===== src/rtl/csr_trap_ctrl.sv =====
// ----------------------------------------------------------------------------
// csr_trap_ctrl
//
// Sequencer for the machine-mode CSR instructions and the ECALL/MRET trap
// flow. A request (op, pc, csr address, rs1 value) is accepted in IDLE and
// its operands are held until the sequence returns to IDLE.
//   CSRRW/CSRRS/CSRRC : one ACCESS cycle (read old value, write new value)
//   ECALL             : MEPC write, MCAUSE write, then redirect to MTVEC
//   MRET              : redirect to MEPC
//   op 5-7            : one ACCESS cycle that completes with no side effect
//
// Ports
//   clk_i, rst_n_i          clock, asynchronous active-low reset
//   valid_i / ready_o       request handshake (ready only in IDLE)
//   op_i, pc_i, csr_addr_i, rs1_data_i   request operands
//   csr_we_o, csr_waddr_o, csr_wdata_o   CSR-file write port
//   csr_raddr_o, csr_rdata_i             CSR-file combinational read port
//   csr_mtvec_i, csr_mepc_i              current MTVEC / MEPC values
//   done_o, rd_data_o                    completion pulse and old CSR value
//   redirect_o, redirect_pc_o            fetch redirect request and target
// All data/address outputs are zero whenever their enable/done is low.
// ----------------------------------------------------------------------------
module csr_trap_ctrl #(
    parameter logic [31:0] ECALL_CAUSE = 32'd11,
    parameter logic [11:0] ADDR_MEPC   = 12'h341,
    parameter logic [11:0] ADDR_MCAUSE = 12'h342
) (
    input  logic        clk_i,
    input  logic        rst_n_i,
    input  logic        valid_i,
    output logic        ready_o,
    input  logic [2:0]  op_i,
    input  logic [31:0] pc_i,
    input  logic [11:0] csr_addr_i,
    input  logic [31:0] rs1_data_i,
    output logic        csr_we_o,
    output logic [11:0] csr_waddr_o,
    output logic [31:0] csr_wdata_o,
    output logic [11:0] csr_raddr_o,
    input  logic [31:0] csr_rdata_i,
    input  logic [31:0] csr_mtvec_i,
    input  logic [31:0] csr_mepc_i,
    output logic        done_o,
    output logic [31:0] rd_data_o,
    output logic        redirect_o,
    output logic [31:0] redirect_pc_o
);

    localparam logic [2:0] OP_CSRRW = 3'd0;
    localparam logic [2:0] OP_CSRRS = 3'd1;
    localparam logic [2:0] OP_CSRRC = 3'd2;
    localparam logic [2:0] OP_ECALL = 3'd3;
    localparam logic [2:0] OP_MRET  = 3'd4;

    typedef enum logic [2:0] {
        IDLE,
        ACCESS,
        TRAP_EPC,
        TRAP_CAUSE,
        TRAP_JMP,
        RET
    } state_t;

    state_t      state_reg, state_next;
    logic [2:0]  op_reg;
    logic [31:0] pc_reg;
    logic [11:0] addr_reg;
    logic [31:0] rs1_reg;
    logic [31:0] new_val;
    logic        access_we;

    // State register
    always_ff @(posedge clk_i or negedge rst_n_i) begin
        if (!rst_n_i) begin
            state_reg <= IDLE;
        end else begin
            state_reg <= state_next;
        end
    end

    // Operand capture on acceptance; held for the whole sequence
    always_ff @(posedge clk_i or negedge rst_n_i) begin
        if (!rst_n_i) begin
            op_reg   <= 3'd0;
            pc_reg   <= 32'd0;
            addr_reg <= 12'd0;
            rs1_reg  <= 32'd0;
        end else if (state_reg == IDLE && valid_i) begin
            op_reg   <= op_i;
            pc_reg   <= pc_i;
            addr_reg <= csr_addr_i;
            rs1_reg  <= rs1_data_i;
        end
    end

    // Read-modify-write value for the CSR instructions
    always_comb begin
        new_val   = 32'd0;
        access_we = 1'b0;
        case (op_reg)
            OP_CSRRW: begin
                new_val   = rs1_reg;
                access_we = 1'b1;
            end
            OP_CSRRS: begin
                new_val   = csr_rdata_i | rs1_reg;
                access_we = (rs1_reg != 32'd0);   // set with zero mask: read only
            end
            OP_CSRRC: begin
                new_val   = csr_rdata_i & ~rs1_reg;
                access_we = (rs1_reg != 32'd0);   // clear with zero mask: read only
            end
            default: begin
                new_val   = 32'd0;
                access_we = 1'b0;
            end
        endcase
    end

    // Next state and outputs
    always_comb begin
        state_next    = state_reg;
        ready_o       = 1'b0;
        csr_we_o      = 1'b0;
        csr_waddr_o   = 12'd0;
        csr_wdata_o   = 32'd0;
        csr_raddr_o   = 12'd0;
        done_o        = 1'b0;
        rd_data_o     = 32'd0;
        redirect_o    = 1'b0;
        redirect_pc_o = 32'd0;

        case (state_reg)
            IDLE: begin
                ready_o = 1'b1;
                if (valid_i) begin
                    case (op_i)
                        OP_ECALL: state_next = TRAP_EPC;
                        OP_MRET:  state_next = RET;
                        default:  state_next = ACCESS;  // CSR ops and illegal ops
                    endcase
                end
            end
            ACCESS: begin
                done_o     = 1'b1;
                state_next = IDLE;
                // Illegal ops reach ACCESS too but leave every output at zero
                if (op_reg == OP_CSRRW || op_reg == OP_CSRRS || op_reg == OP_CSRRC) begin
                    csr_raddr_o = addr_reg;
                    rd_data_o   = csr_rdata_i;
                    if (access_we) begin
                        csr_we_o    = 1'b1;
                        csr_waddr_o = addr_reg;
                        csr_wdata_o = new_val;
                    end
                end
            end
            TRAP_EPC: begin
                csr_we_o    = 1'b1;
                csr_waddr_o = ADDR_MEPC;
                csr_wdata_o = pc_reg;
                state_next  = TRAP_CAUSE;
            end
            TRAP_CAUSE: begin
                csr_we_o    = 1'b1;
                csr_waddr_o = ADDR_MCAUSE;
                csr_wdata_o = ECALL_CAUSE;
                state_next  = TRAP_JMP;
            end
            TRAP_JMP: begin
                redirect_o    = 1'b1;
                redirect_pc_o = csr_mtvec_i;
                done_o        = 1'b1;
                state_next    = IDLE;
            end
            RET: begin
                redirect_o    = 1'b1;
                redirect_pc_o = csr_mepc_i;
                done_o        = 1'b1;
                state_next    = IDLE;
            end
            default: begin
                state_next = IDLE;
            end
        endcase
    end

endmodule


===== config.mk =====
export PLATFORM = sky130hd
export DESIGN_NAME = csr_trap_ctrl
export DESIGN_NICKNAME = d
export VERILOG_FILES = /design/src/rtl/csr_trap_ctrl.sv
export SDC_FILE = /design/constraint.sdc
export NUM_CORES = 1
export LEC_CHECK = 0
export ABC_AREA = 1
export CAP_MARGIN = 40
export CORE_AREA = 2 2 119 121
export DETAILED_ROUTE_END_ITERATION = 7
export DIE_AREA = 0 0 121 123
export PLACE_DENSITY_LB_ADDON = 0.05
export SLEW_MARGIN = 25
export SYNTH_ARGS = -nofsm -noshare
export SYNTH_HDL_FRONTEND = slang
export SYNTH_SLANG_ARGS = --single-unit

===== constraint.sdc =====
create_clock -name clk_i -period 3.9 [get_ports clk_i]
set_input_delay 0.78 -clock clk_i [delete_from_list [all_inputs] [get_ports clk_i]]
set_output_delay 0.78 -clock clk_i [all_outputs]
set_load 0.01 [all_outputs]

==> impl_metrics.json, run 1 <==
{
  "hpwl_um": 15200,
  "synth_common_cells": "nand2_1, nand3_1, nor2_1",
  "synthSimpleGateAreaFrac": 0.344,
  "crit_end": "csr_waddr_o[11]",
  "syn_nets": 926,
  "area_delta_synth_final_pct": 66.7,
  "finalHoldViolCount": 0,
  "post_cts_resized": 0,
  "swShare": 0.418,
  "route.met2.wl_um": 9970,
  "status": "completed",
  "maxCapViolations": 0,
  "portBuffers": 301,
  "cts_buffers": 9,
  "grtUsageTotal": 0.265,
  "nFillCells": 1248,
  "highest-signal-layer": "met4",
  "synth_top_area_frac": 0.392,
  "synthFlopType": "dfrtp_1",
  "wl_per_cell_um": 16.4,
  "arrival_ps": 2810,
  "antenna_left": 0,
  "htreeDepth": 3,
  "synth.distinct_cells": 19,
  "yosysWarningCount": 0,
  "clock_latency_ps": 350,
  "layout_setup_ws_ps": 311,
  "synth.area.mux_share": 0.105,
  "ys_seq_area_frac": 0.392,
  "pwr-share-comb": 0.557,
  "cts-root-buf": "clkbuf_16",
  "finClkSkew_ps": 8.95,
  "cts_hold_buf": 0,
  "drc": 0,
  "end_kind": "primary output",
  "cp-startpoint": "op_reg[0]",
  "cellLeakagePower_uw": 0.00402,
  "synth-xor-area-share": 0,
  "syn_area_um2": 5240,
  "hold_path.class": "input port to async pin",
  "r2r_start": "state_reg[0]",
  "critical_path.max_fanout": 33,
  "drive_above_1_share": 0.0854,
  "setup_viol": 0,
  "cts.sinks": 82,
  "overflow": 0,
  "clock_path_buffers": 2,
  "cts_setup_buffers": 0,
  "internal_power_uw": 3190,
  "num_io_pins": 302,
  "synthArstFlopShare": 1.00,
  "worst_slew_pin_slew_ps": 690,
  "cts_tree": "built",
  "coreArea_um2": 13600,
  "antenna_cells": 0,
  "power.density_nw_per_um2": 629,
  "yosys.area_share.adder": 0,
  "drt_first_iter_violations": 420,
  "layout_min_cycle_time_ps": 3590,
  "power.total_uw": 5490,
  "drtPass1Iterations": 4,
  "max_freq_ghz": 0.279,
  "grt_antenna_before_repair": 0,
  "die_w_um": 121,
  "timing_max_transition_violations_final": 0,
  "synth-edff-count": 0,
  "reg2reg_depth": 6,
  "regToRegSetupSlack_ps": 1700,
  "clk_pin_slew_ps": 70,
  "via_count": 5992,
  "synth_top_area_cell": "dfrtp_1",
  "critPathRequiredTime_ps": 3120,
  "gp_congestion": 0.836,
  "die_area_um2": 14900,
  "met3_length_um": 1410,
  "crit_path_start_kind": "flop",
  "synth.area.top_cells": "dfrtp_1, nand3_1, nand2_1, mux2_2, nor2_1",
  "grt_pass1_wl_um": 30300,
  "rsz0062_at_grt": "false",
  "worst_r2r_endpoint": "addr_reg[1]",
  "layout.nets": 1205,
  "ys_seq_elements": 82,
  "avgSynthCellArea_um2": 7.00,
  "met1Wirelength_um": 7970,
  "fin_setup_tns_ps": 0,
  "via_per_inst": 4.95,
  "grt_pass1_vias": 5737,
  "rows": 43,
  "clkPwrFrac": 0.161,
  "post-route-period-util": 0.920,
  "synth.most_common_cell": "nand2_1",
  "grt_max_degree": 92,
  "crit_type": "flop to primary output",
  "start_util": 0.385,
  "ir_worst_vdd_uv": 323,
  "post-place-ws_ps": 554,
  "synth_compound_area_frac": 0.0686,
  "synth_top_family_by_area": "simple AND/OR/NAND/NOR gates",
  "syn-instance-count": 748,
  "slew-limit-headroom": 0.539,
  "drt_wl_total_um": 19900,
  "pwr-share-seq": 0.282,
  "die_h_um": 123,
  "p_sw_uw": 2290
}
power by group through the flow:
stage          clock network (uW)  logic, uW  registers, uW
2_1_floorplan                   0       1690           1480
6_report                      884       3060           1550
4_1_cts                       901       3090           1540
3_3_place_gp                    0       3050           1540
3_5_place_dp                    0       3080           1560
5_1_grt                       933       3370           1600
placed cells by master (no fill, tap or decap), types with 3 or more instances in the layout:
| cell type | synthesis | layout |
|---|---|---|
| nand2_1 | 164 | 164 |
| clkdlybuf4s50_1 | 0 | 300 |
| inv_1 | 71 | 71 |
| nor3_1 | 3 | 3 |
| mux2_2 | 49 | 49 |
| nand3_1 | 138 | 138 |
| nor2_1 | 114 | 112 |
| o21ai_0 | 37 | 37 |
| dfrtp_1 | 82 | 82 |
| buf_4 | 0 | 12 |
| inv_2 | 4 | 3 |
| a21oi_1 | 33 | 33 |
| clkbuf_16 | 0 | 9 |
metal layers:
metal / vias up / GRT usage
met5: - / 0
met4: 0 / 0.0981
met3: 32 / 0.0646
met2: 218 / 0.467
met1: 2765 / 0.313
li1: 2977 / -
how the worst min path moves through the flow:
stage,from,endpoint,slack [ps],cells past startpoint
5_1_grt,rst_n_i,rs1_reg[12],390,1
4_1_cts,rst_n_i,rs1_reg[17],360,1
6_report,rst_n_i,rs1_reg[17],350,1
3_5_place_dp,pc_reg[25],pc_reg[25],490,1
2_1_floorplan,pc_reg[0],pc_reg[0],470,1
3_3_place_gp,pc_reg[28],pc_reg[28],490,1
kinds of logic (layout without fill, tap and decap cells):
family	after synthesis	after routing
and+or+nand+nor	426	426
AOI/OAI and AO/OA	71	71
DFF	82	82
buffers and inverters	120	403
muxes	49	49
per-stage QoR:
stage,hold WS (ps),util,cell area [um^2],cells
global placement,488,0.616,8390,1195
global route,387,0.641,8730,1211
detailed placement,493,0.619,8420,1196
CTS,365,0.641,8730,1211
floorplan,474,-,5240,748
finish,354,0.641,8730,1211
worst max-delay path: stages (launching register included):
cell	delay, ps
dfrtp_1	390
nor2_1	220
nand2_1	120
inv_2	240
o21ai_4	100
clkinv_2	330
nand2_1	330
nor2_1	180
clkdlybuf4s50_1	550
layout make-up:
class	instances	area (um^2)	area share
clock buffer	10	239	0.0274
clock inverter	5	63.8	0.00731
multi-input combinational	546	2750	0.315
tap	180	225	0.0258
timing repair buffer	313	3120	0.358
sequential	82	2050	0.235
inverter	75	283	0.0324
Power figures use the tool's default switching activity.
==> run 2: changes to the inputs <==
--- a/config.mk
+++ b/config.mk
@@ -10,6 +10,8 @@
 export CORE_AREA = 2 2 119 121
 export DETAILED_ROUTE_END_ITERATION = 7
 export DIE_AREA = 0 0 121 123
+export GPL_TIMING_DRIVEN = 0
+export HOLD_SLACK_MARGIN = 0.05
 export PLACE_DENSITY_LB_ADDON = 0.05
 export SLEW_MARGIN = 25
 export SYNTH_ARGS = -nofsm -noshare
==> run 2 against run 1 <==
Routed wire length grew 7.7%. Setup slack better by 37 ps. Cell count rose by 2.9%. Clock-buffer cell count rose by 1. Clock power is 2.7% higher. Flip-flop and latch count did not move. Sequential share of layout area decreased by 0.24 points. Critical path type unchanged. Critical endpoint is now csr_wdata_o[0]. Largest cell class unchanged.
==> impl_metrics.json, run 2 (synthesized netlist as in run 1, its figures left out) <==
{
  "status": "completed",
  "drtPass1Iterations": 5,
  "maxCapViolations": 0,
  "grt_pass1_wl_um": 32000,
  "die_area_um2": 14900,
  "critPathRequiredTime_ps": 3120,
  "finalHoldViolCount": 0,
  "critical_path.max_fanout": 10,
  "clock_latency_ps": 350,
  "grtUsageTotal": 0.284,
  "rsz0062_at_grt": "false",
  "layout.nets": 1239,
  "end_kind": "primary output",
  "portBuffers": 301,
  "power.density_nw_per_um2": 633,
  "clkPwrFrac": 0.163,
  "cts.sinks": 82,
  "num_io_pins": 302,
  "crit_type": "flop to primary output",
  "die_h_um": 123,
  "htreeDepth": 3,
  "crit_path_start_kind": "flop",
  "timing_max_transition_violations_final": 0,
  "grt_max_degree": 43,
  "overflow": 0,
  "cts_tree": "built",
  "drive_above_1_share": 0.0872,
  "start_util": 0.385,
  "worst_r2r_endpoint": "rs1_reg[27]",
  "area_delta_synth_final_pct": 68.4,
  "crit_end": "csr_wdata_o[0]",
  "cts_hold_buf": 0,
  "internal_power_uw": 3230,
  "max_freq_ghz": 0.282,
  "via_count": 6255,
  "ir_worst_vdd_uv": 439,
  "cp-startpoint": "op_reg[0]",
  "clock_path_buffers": 2,
  "slew-limit-headroom": 0.630,
  "layout_min_cycle_time_ps": 3550,
  "hold_path.class": "input port to async pin",
  "clk_pin_slew_ps": 70,
  "hold_ws_ps": 330,
  "die_w_um": 121,
  "grt_antenna_before_repair": 0,
  "finClkSkew_ps": 9.31,
  "final_cell_mix": "clkdlybuf4s50_1, nand2_1, nand3_1",
  "multi_input_area_um2": 2710,
  "swShare": 0.421,
  "setup_viol": 0,
  "cellLeakagePower_uw": 0.00407,
  "reg2reg_depth": 5,
  "power.total_uw": 5580,
  "gp_congestion": 0.876,
  "grt_pass1_vias": 5913,
  "coreArea_um2": 13600,
  "rows": 43,
  "arrival_ps": 2770,
  "drt_first_iter_violations": 444,
  "drc": 0,
  "hpwl_um": 17000,
  "pwr-share-seq": 0.277,
  "cts_buffers": 9,
  "drt_wl_total_um": 21400,
  "final_common_cell": "clkdlybuf4s50_1",
  "p_sw_uw": 2350,
  "r2r_start": "state_reg[2]",
  "via_per_inst": 5.02,
  "regToRegSetupSlack_ps": 2110,
  "cts_setup_buffers": 0,
  "antenna_left": 0,
  "nFillCells": 1282,
  "pwr-share-comb": 0.561,
  "post_cts_resized": 0,
  "cts-root-buf": "clkbuf_16",
  "antenna_cells": 0,
  "post-route-period-util": 0.911,
  "worst_slew_pin_slew_ps": 554,
  "register_area_um2": 2050,
  "wl_per_cell_um": 17.2
}
==> run 2: cell types whose count changed in the layout (fill, tap and decap cells not counted), sizes merged <==
| cell | change |
|---|---|
| buf | +16 |
| clkbuf | +19 |
| clkinv | -1 |
| clkinvlp | +1 |
==> run 2: critical path, stage by stage (launching register included) <==
cell and delay, ps:
dfrtp_1 400, nor2_1 180, nand2_1 100, inv_1 240
clkbuf_1 470, nand2_1 100, nand3_1 100, nand3_1 90
nand2_1 140, clkdlybuf4s50_1 600
==> run 2: layer usage <==
layer	GRT usage	wire length, um	vias up
met5	0	0	-
met3	0.0812	1780	44
met4	0.116	720	0
met1	0.340	8470	2892
li1	-	-	3052
met2	0.480	10500	267
==> run 2: layout make-up <==
| cell class | count | share of cell area |
|---|---|---|
| timing repair buffer | 302 | 0.345 |
| clock buffer | 11 | 0.0287 |
| sequential | 82 | 0.233 |
| multi-input combinational | 546 | 0.308 |
| inverter | 75 | 0.0319 |
| clock inverter | 5 | 0.00709 |
| tap | 180 | 0.0255 |
| buffer | 45 | 0.0216 |
==> run 2: worst min-delay path by stage <==
| stage | start | end | slack [ps] | depth (start not counted) |
|---|---|---|---|---|
| 6_report | rst_n_i | rs1_reg[10] | 330 | 1 |
| 5_1_grt | rst_n_i | rs1_reg[12] | 350 | 1 |
| 4_1_cts | rst_n_i | rs1_reg[10] | 340 | 1 |
| 3_5_place_dp | pc_reg[25] | pc_reg[25] | 490 | 1 |
| 3_3_place_gp | pc_reg[22] | pc_reg[22] | 490 | 1 |
| 2_1_floorplan | pc_reg[0] | pc_reg[0] | 470 | 1 |
==> run 2: through the flow <==
stage	utilization	std cells	worst slack [ps]	area, um^2	TNS [ps]
2_1_floorplan	-	748	1690	5240	0
5_1_grt	0.648	1246	106	8820	0
4_1_cts	0.648	1246	338	8820	0
3_3_place_gp	0.623	1229	-1060	8480	-86300
6_report	0.648	1246	348	8820	0
3_5_place_dp	0.625	1230	712	8500	0
==> run 2: power by group through the flow <==
stage	Clock, uW	Combinational, uW	Sequential [uW]
after global routing	959	3420	1600
after CTS	915	3150	1540
after detailed placement	0	3130	1560
final	908	3130	1550
after floorplan	0	1690	1480
after global placement	0	3100	1540
==> run 3: changes to the inputs <==
--- a/config.mk
+++ b/config.mk
@@ -13,6 +13,7 @@
 export GPL_TIMING_DRIVEN = 0
 export HOLD_SLACK_MARGIN = 0.05
 export PLACE_DENSITY_LB_ADDON = 0.05
+export REMOVE_ABC_BUFFERS = 1
 export SLEW_MARGIN = 25
 export SYNTH_ARGS = -nofsm -noshare
 export SYNTH_HDL_FRONTEND = slang
==> run 3 against run 2 <==
Combinational power down 3%. Clock-buffer cell count unchanged. Sequential share of layout area down 0.069 points. Cell area up 0.48%. Setup slack worse by 58 ps. Global-route usage down 3.3 points. Sequential power about the same. Total power down 0.92%.
==> impl_metrics.json, run 3 (synthesized netlist as in run 1, its figures left out) <==
{
  "cellLeakagePower_uw": 0.00406,
  "hold_ws_ps": 326,
  "swShare": 0.402,
  "arrival_ps": 2830,
  "drive_above_1_share": 0.0874,
  "multi_input_area_um2": 2760,
  "overflow": 0,
  "post-route-period-util": 0.926,
  "worst_r2r_endpoint": "pc_reg[13]",
  "die_h_um": 123,
  "grt_antenna_before_repair": 0,
  "status": "completed",
  "ir_worst_vdd_uv": 306,
  "final_common_cell": "clkdlybuf4s50_1",
  "critPathRequiredTime_ps": 3120,
  "start_util": 0.385,
  "drtPass1Iterations": 4,
  "num_io_pins": 302,
  "rows": 43,
  "via_count": 5958,
  "antenna_cells": 0,
  "layout_min_cycle_time_ps": 3610,
  "register_area_um2": 2060,
  "grt_pass1_wl_um": 29200,
  "die_w_um": 121,
  "finClkSkew_ps": 7.61,
  "cts.sinks": 82,
  "critical_path.max_fanout": 33,
  "maxCapViolations": 0,
  "timing_max_transition_violations_final": 0,
  "worst_slew_pin_slew_ps": 732,
  "end_kind": "primary output",
  "hpwl_um": 13900,
  "htreeDepth": 3,
  "slew-limit-headroom": 0.510,
  "coreArea_um2": 13600,
  "reg2reg_depth": 4,
  "via_per_inst": 4.92,
  "clk_pin_slew_ps": 60,
  "pwr-share-comb": 0.551,
  "finalHoldViolCount": 0,
  "cts_hold_buf": 0,
  "grtUsageTotal": 0.251,
  "die_area_um2": 14900,
  "grt_max_degree": 110,
  "utilization": 0.651,
  "portBuffers": 301,
  "clock_latency_ps": 330,
  "nFillCells": 1207,
  "cts_tree": "built",
  "rsz0062_at_grt": "false",
  "max_freq_ghz": 0.277,
  "area_delta_synth_final_pct": 69.2,
  "antenna_left": 0,
  "internal_power_uw": 3310,
  "drt_first_iter_violations": 287,
  "wl_per_cell_um": 15.9,
  "pwr-share-seq": 0.283,
  "drt_wl_total_um": 19300,
  "setup_viol": 0,
  "cts-root-buf": "clkbuf_16",
  "p_sw_uw": 2220,
  "power.density_nw_per_um2": 624,
  "r2r_start": "state_reg[0]",
  "clock_path_buffers": 2,
  "gp_congestion": 0.814,
  "cts_buffers": 9,
  "final_cell_mix": "clkdlybuf4s50_1, nand2_1, nand3_1",
  "grt_pass1_vias": 5464,
  "regToRegSetupSlack_ps": 1720,
  "crit_type": "flop to primary output",
  "hold_path.class": "input port to async pin",
  "layout.nets": 1203,
  "crit_path_start_kind": "flop",
  "clkPwrFrac": 0.166,
  "drc": 0
}
-- run 3: stage by stage --
stage	worst slack, ps	TNS [ps]	total power (uW)	instances	area, um^2
global route	23.8	0	5960	1210	8860
finish	290	0	5530	1210	8860
detailed placement	-725	-19720	4580	1191	8480
global placement	-1760	-220220	4480	1184	8290
CTS	4.85	0	5570	1209	8840
floorplan	252	0	3110	703	5050
-- run 3: final cells by class --
class	count	area share
inverter	75	0.0332
clock buffer	11	0.0274
clock inverter	5	0.00875
timing repair buffer	311	0.362
tap	180	0.0254
multi-input combinational	546	0.311
sequential	82	0.232
-- run 3: layer usage --
metal	up-vias	track usage	routed length, um
met3	18	0.0747	1680
met2	215	0.439	9720
met4	0	0.0632	225
met1	2752	0.304	7630
li1	2973	-	-
met5	-	0	0
-- run 3: power by group through the flow --
stage               clock [uW]  sequential, uW  combinational (uW)
global placement             0            1580                2900
floorplan                    0            1520                1590
global route               976            1630                3360
detailed placement           0            1610                2970
CTS                        939            1560                3070
finish                     920            1570                3050
-- run 3: worst max-delay path by stage --
stage	from	endpoint	slack [ps]	cells past startpoint
6_report	op_reg[0]	csr_waddr_o[5]	290	9
3_3_place_gp	state_reg[0]	csr_waddr_o[5]	-1760	7
4_1_cts	state_reg[0]	csr_waddr_o[5]	5	8
5_1_grt	op_reg[0]	csr_waddr_o[2]	20	9
2_1_floorplan	state_reg[2]	redirect_pc_o[0]	250	4
3_5_place_dp	state_reg[0]	csr_waddr_o[5]	-720	8
-- run 3: worst max-delay path, cell delays in order (launching register included) --
cell	delay (ps)
dfrtp_1	390
nor2_1	180
nand2_1	150
inv_6	230
o21ai_4	200
buf_8	210
inv_6	250
nand2_2	180
nor2_1	130
clkdlybuf4s50_1	550
-- run 3: repair_timing --
item,CTS,global route
setup buffers,2,0
setup endpoints to repair,75,8
endpoints found under the hold margin,0,0
resized for setup,5,3
